--- src/rtl/uart_axis_rx.sv ---
// 8N1 UART receiver (LSB first) presenting received bytes as an AXI-Stream byte master.
// Define UART_RX_FIFO_EN to replace the single holding register with a 4-entry FIFO.
module uart_axis_rx (
    input  logic        clk,
    input  logic        rst,
    input  logic        rxd,
    input  logic [15:0] prescale,
    output logic [7:0]  m_axis_tdata,
    output logic        m_axis_tvalid,
    input  logic        m_axis_tready,
    output logic        busy,
    output logic        overrun_error,
    output logic        frame_error
);
    typedef enum logic [2:0] {IDLE, START, DATA, STOP, WAIT_HIGH} state_t;

    state_t      state_reg, state_next;
    logic [1:0]  sync_reg;
    logic        rxd_s;
    logic [18:0] cnt_reg, cnt_next;
    logic [15:0] p_reg, p_next;
    logic [2:0]  bit_reg, bit_next;
    logic [7:0]  shift_reg, shift_next;
    logic        fe_reg, fe_next;
    logic        oe_reg, oe_next;
    logic        deliver;
    logic        sample;
    logic [15:0] p_eff;
    logic [18:0] period_m1;

    // Both synchronizer flops reset high so that a line held low through
    // reset is not mistaken for a start bit until two cycles after release.
    always_ff @(posedge clk or posedge rst) begin
        if (rst) begin
            sync_reg <= 2'b11;
        end else begin
            sync_reg <= {sync_reg[0], rxd};
        end
    end
    assign rxd_s = sync_reg[1];

    assign p_eff     = (prescale == 16'd0) ? 16'd1 : prescale;
    assign period_m1 = {p_reg, 3'b000} - 19'd1;
    assign sample    = (cnt_reg == 19'd0);

    always_ff @(posedge clk or posedge rst) begin
        if (rst) begin
            state_reg <= IDLE;
            cnt_reg   <= '0;
            p_reg     <= 16'd1;
            bit_reg   <= '0;
            shift_reg <= '0;
            fe_reg    <= 1'b0;
            oe_reg    <= 1'b0;
        end else begin
            state_reg <= state_next;
            cnt_reg   <= cnt_next;
            p_reg     <= p_next;
            bit_reg   <= bit_next;
            shift_reg <= shift_next;
            fe_reg    <= fe_next;
            oe_reg    <= oe_next;
        end
    end

    always_comb begin
        state_next = state_reg;
        cnt_next   = cnt_reg;
        p_next     = p_reg;
        bit_next   = bit_reg;
        shift_next = shift_reg;
        deliver    = 1'b0;
        fe_next    = 1'b0;
        if (cnt_reg != 19'd0) begin
            cnt_next = cnt_reg - 19'd1;
        end
        case (state_reg)
            IDLE: begin
                if (!rxd_s) begin
                    // Half a bit period puts the start sample mid-bit.
                    p_next     = p_eff;
                    cnt_next   = {1'b0, p_eff, 2'b00} - 19'd1;
                    state_next = START;
                end
            end
            START: begin
                if (sample) begin
                    if (!rxd_s) begin
                        cnt_next   = period_m1;
                        bit_next   = 3'd0;
                        state_next = DATA;
                    end else begin
                        state_next = IDLE;
                    end
                end
            end
            DATA: begin
                if (sample) begin
                    shift_next = {rxd_s, shift_reg[7:1]};
                    cnt_next   = period_m1;
                    if (bit_reg == 3'd7) begin
                        state_next = STOP;
                    end else begin
                        bit_next = bit_reg + 3'd1;
                    end
                end
            end
            STOP: begin
                if (sample) begin
                    if (rxd_s) begin
                        deliver    = 1'b1;
                        state_next = IDLE;
                    end else begin
                        fe_next    = 1'b1;
                        state_next = WAIT_HIGH;
                    end
                end
            end
            WAIT_HIGH: begin
                if (rxd_s) begin
                    state_next = IDLE;
                end
            end
            default: state_next = IDLE;
        endcase
    end

    assign busy          = (state_reg != IDLE);
    assign frame_error   = fe_reg;
    assign overrun_error = oe_reg;

`ifdef UART_RX_FIFO_EN
    logic [7:0] mem [4];
    logic [1:0] wr_ptr_reg;
    logic [1:0] rd_ptr_reg;
    logic [2:0] count_reg;
    logic       full;
    logic       rd_en;
    logic       wr_en;

    assign full  = (count_reg == 3'd4);
    assign rd_en = (count_reg != 3'd0) && m_axis_tready;
    // A full FIFO still accepts a byte when the head leaves in the same cycle.
    assign wr_en = deliver && (!full || m_axis_tready);

    always_comb begin
        oe_next = deliver && !wr_en;
    end

    genvar gi;
    generate
        for (gi = 0; gi < 4; gi++) begin : g_mem
            always_ff @(posedge clk or posedge rst) begin
                if (rst) begin
                    mem[gi] <= 8'h00;
                end else if (wr_en && (wr_ptr_reg == gi[1:0])) begin
                    mem[gi] <= shift_reg;
                end
            end
        end
    endgenerate

    always_ff @(posedge clk or posedge rst) begin
        if (rst) begin
            wr_ptr_reg <= '0;
            rd_ptr_reg <= '0;
            count_reg  <= '0;
        end else begin
            if (wr_en) begin
                wr_ptr_reg <= wr_ptr_reg + 2'd1;
            end
            if (rd_en) begin
                rd_ptr_reg <= rd_ptr_reg + 2'd1;
            end
            count_reg <= count_reg + {2'b00, wr_en} - {2'b00, rd_en};
        end
    end

    assign m_axis_tdata  = mem[rd_ptr_reg];
    assign m_axis_tvalid = (count_reg != 3'd0);
`else
    logic [7:0] tdata_reg;
    logic       tvalid_reg;
    logic       space;

    assign space = !tvalid_reg || m_axis_tready;

    always_comb begin
        oe_next = deliver && !space;
    end

    always_ff @(posedge clk or posedge rst) begin
        if (rst) begin
            tdata_reg  <= 8'h00;
            tvalid_reg <= 1'b0;
        end else if (deliver && space) begin
            tdata_reg  <= shift_reg;
            tvalid_reg <= 1'b1;
        end else if (tvalid_reg && m_axis_tready) begin
            tvalid_reg <= 1'b0;
        end
    end

    assign m_axis_tdata  = tdata_reg;
    assign m_axis_tvalid = tvalid_reg;
`endif
endmodule

--- config.mk ---
export PLATFORM = sky130hd
export DESIGN_NAME = uart_axis_rx
export DESIGN_NICKNAME = d
export VERILOG_FILES = /design/src/rtl/uart_axis_rx.sv
export SDC_FILE = /design/constraint.sdc
export NUM_CORES = 1
export LEC_CHECK = 0
export ABC_CLOCK_PERIOD_IN_PS = 2500
export BUFFER_PORTS_ARGS = -buffer_cell sky130_fd_sc_hd__buf_2
export CORE_MARGIN = 2
export CORE_UTILIZATION = 60
export DETAILED_ROUTE_END_ITERATION = 7
export PLACE_DENSITY = 0.82
export SYNTH_ARGS = -nofsm -noshare
export SYNTH_HDL_FRONTEND = slang
export SYNTH_SLANG_ARGS = --single-unit
--- constraint.sdc ---
create_clock -name clk -period 2.5 [get_ports clk]
set_input_delay 0.25 -clock clk [delete_from_list [all_inputs] [get_ports clk]]
set_output_delay 0.25 -clock clk [all_outputs]
set_load 0.02 [all_outputs]
==> flow_summary_export.csv <==
group,metric,value,unit
sta,finalCriticalPeriod,2410,ps
floorplan,rows,28,
drt,vias_per_cell,6.22,
cells_and_area,finish.utilization,73.2,%
floorplan,die_w,82.1,µm
cts,clk_latency,350,ps
sta,tns,0,ps
floorplan,ioPinCount,32,
cells_and_area,fin_cells,527,
cts,root_buffer,"clkbuf_8",
cells_and_area,n_antenna_cell,0,
logic_synthesis,synth_area,3660,µm²
power,p_per_area,637,nW/µm²
power,pwr-share-seq,45.9,%
place,dp_cells,508,
global_routing,grt_max_degree,37,
floorplan,core-area,5920,µm²
place,hpwl,6570,µm
setup_path,path_max_fanout,4,
logic_synthesis,ys_warn_count,0,
sta,rsz0062_at_grt,"false",
logic_synthesis,ys_types,60,
flow_run,drv_cap,0,
logic_synthesis,syn-mean-instance-area,9.32,µm²
power,vdd_ir_drop_max,0.598,mV
sta,max_freq,0.416,GHz
drt,drtPass1Iterations,5,
power,cellLeakagePower,0.00195,µW
global_routing,grt_pass1_vias,3039,
global_routing,grt_usage,30.6,%
logic_synthesis,synthCells,393,
power,p_clk_share,37.3,%
sta,post-route-period-util,96.2,%
logic_synthesis,async_flop_share,100,%
sta,worstMarginPinSlew,728,ps
setup_path,cp-start-kind,"flip-flop",
power,comb_power_share,16.8,%
sta,hold_viol,0,
sta,relSlewSlack,51.4,%
drt,wl_per_cell,17.8,µm
cells_and_area,synthToLayoutAreaGrowth,18.3,%
floorplan,die_y,82.1,µm
setup_path,crit_type,"flip-flop to flip-flop",
floorplan,die_area,6740,µm²
global_routing,grt.overflow.total,0,
drt,drcViolationCount,0,
place,gp_congestion,0.938,
cts,h-tree-depth,3,
cts,clockBufferDepth,2,
place,placed_area,4040,µm²
logic_synthesis,synth_seq_area_share,42.5,%
cts,cts.clk_slew.worst_paths,80,ps
power,power_switching,839,µW
global_routing,grt_pass1_wl,15100,µm
drt,drt_iter0_drc,448,
setup_path,end_kind,"flip-flop",
power,p_sw_share,30.4,%
cells_and_area,fin_area,4330,µm²
hold_path,hp-class,"input port to flip-flop",
global_routing,antenna_found_initial,0,
floorplan,initial_core_util,61.9,%
drt,ant_nets,0,
cts,cts_tree,"built",
sta,finalSetupViolCount,0,
cells_and_area,layout-drive-gt1-share,25.0,%
cts,clock_sinks,62,
drt,vias,3279,
cells_and_area,fill_cells,395,
cells_and_area,largest_reg_flops,19,
cts,cts_inserted_buffers,9,
setup_path,critical_path_required,2730,ps
cells_and_area,nNetsFinal,473,
logic_synthesis,synth_nets,419,
logic_synthesis,synth_flop_cell,"dfrtp_1",
power,p_int,1920,µW
logic_synthesis,synth_edf_count,0,
setup_path,crit_arrival,2640,ps
sta,final.setup_skew,12.2,ps
outcome,outcome,"finished, final reports clean",
drt,routed_wl,9390,µm
sta,slew_viol_final,0,
logic_synthesis,ys_ff_latch,62,
place,portBuffers,31,
==> cells in the mapped netlist (all sizes together) (3+ instances only) <==
cell type,instances,area (µm²)
a21oi,14,70.1
a31oi,5,31.3
and2,3,18.8
buf,5,35.0
clkbuf,11,41.3
dfrtp,59,1480
dfstp,3,78.8
ha,6,75.1
inv,12,45.0
mux2,17,210
mux2i,3,30.0
nand2,62,233
nand2b,3,18.8
nand3,8,52.6
nand3b,3,35.0
nand4,3,25.0
nor2,36,159
nor2b,3,18.8
nor3,22,131
nor3b,5,37.5
nor4,14,103
o21ai,16,80.1
o221ai,6,58.8
o22a,3,26.3
o22ai,3,18.8
or3,10,62.6
or4,4,30.0
xnor2,17,149
xor2,15,131
==> kinds of logic after synthesis <==
logic type	count (synthesis)	share of synthesized area [%]
AOI/OAI and AO/OA	64	11.7
DFF	62	42.5
buffers and inverters	28	3.31
muxes	20	6.56
xor gates and xnor gates	32	7.65
and+or+nand+nor	181	26.2
adders and majority gates	6	2.05
==> worst max-delay path, cell delays in order, from the launching register on <==
cell and delay, ps:
dfrtp_1 420, inv_2 90, ha_4 140, or3b_4 390
nor4_4 400, nand3_4 190, a21oi_1 290, o22ai_1 130
or2_1 230
==> cells in the final DEF, fill, tap and decap left out, types with 7 or more instances in the layout <==
master	count
or3_1	9
buf_2	31
dfrtp_1	59
a21oi_1	14
o21ai_0	14
nor3_1	19
nor4_1	13
nor2_1	34
nand3_1	7
inv_1	9
xnor2_1	17
nand2_1	61
buf_4	25
mux2_2	11
xor2_1	15
clkbuf_8	10
==> per-layer routing <==
| layer | vias up | part of all wire [%] | routed length (µm) | track usage [%] |
|---|---|---|---|---|
| met1 | 1560 | 44 | 4100 | 44.2 |
| met3 | 31 | 7.6 | 718 | 6.74 |
| met5 | - | 0 | 0 | 0 |
| li1 | 1514 | - | - | - |
| met4 | 0 | 3.1 | 287 | 14.8 |
| met2 | 174 | 46 | 4280 | 43.6 |
==> power groups by stage <==
stage | sequential [µW] | clock, µW | combinational, µW
3_5_place_dp | 1270 | 0 | 435
5_1_grt | 1280 | 1080 | 513
6_report | 1270 | 1030 | 464
3_3_place_gp | 1270 | 0 | 419
2_1_floorplan | 1240 | 0 | 298
4_1_cts | 1260 | 1030 | 444
==> timing repair <==
action                     4_1_cts  5_1_grt
setup buffers                    0        1
resized for setup                1        8
setup endpoints to repair        1       27
pin swaps                        0        3
hold endpoints to repair        25        0
hold buffers                     2        0
==> final timing paths <==
kind | from | to | slack (ps) | depth (start not counted)
worst max-delay path | cnt_reg[1] | cnt_reg[3] | 90 | 8
worst min-delay path | prescale[15] | p_reg[15] | 140 | 3
worst max register to register | cnt_reg[1] | cnt_reg[3] | 90 | 8
worst min register to register | sync_reg[0] | sync_reg[1] | 360 | 0
max in group asynchronous | rst | p_reg[0] | 1340 | 4
min in group asynchronous | rst | m_axis_tdata[2] | 510 | 3
==> per-stage QoR <==
step / setup WS [ps] / hold WS (ps) / total power [µW]
detailed placement: 16.9 / 342 / 1710
CTS: 77.7 / 131 / 2730
floorplan: 154 / 254 / 1540
finish: 93.8 / 140 / 2760
global placement: 135 / 326 / 1680
global route: 15.5 / 173 / 2880
==> cell type report <==
cell class / instances / area (µm²) / share of cell area (%)
sequential: 62 / 1560 / 35.9
tap: 75 / 93.8 / 2.17
clock buffer: 10 / 138 / 3.18
clock inverter: 6 / 93.8 / 2.17
multi-input combinational: 303 / 2020 / 46.7
inverter: 12 / 45.0 / 1.04
timing repair buffer: 59 / 383 / 8.84
No activity file was read; power rests on OpenSTA's default activity.
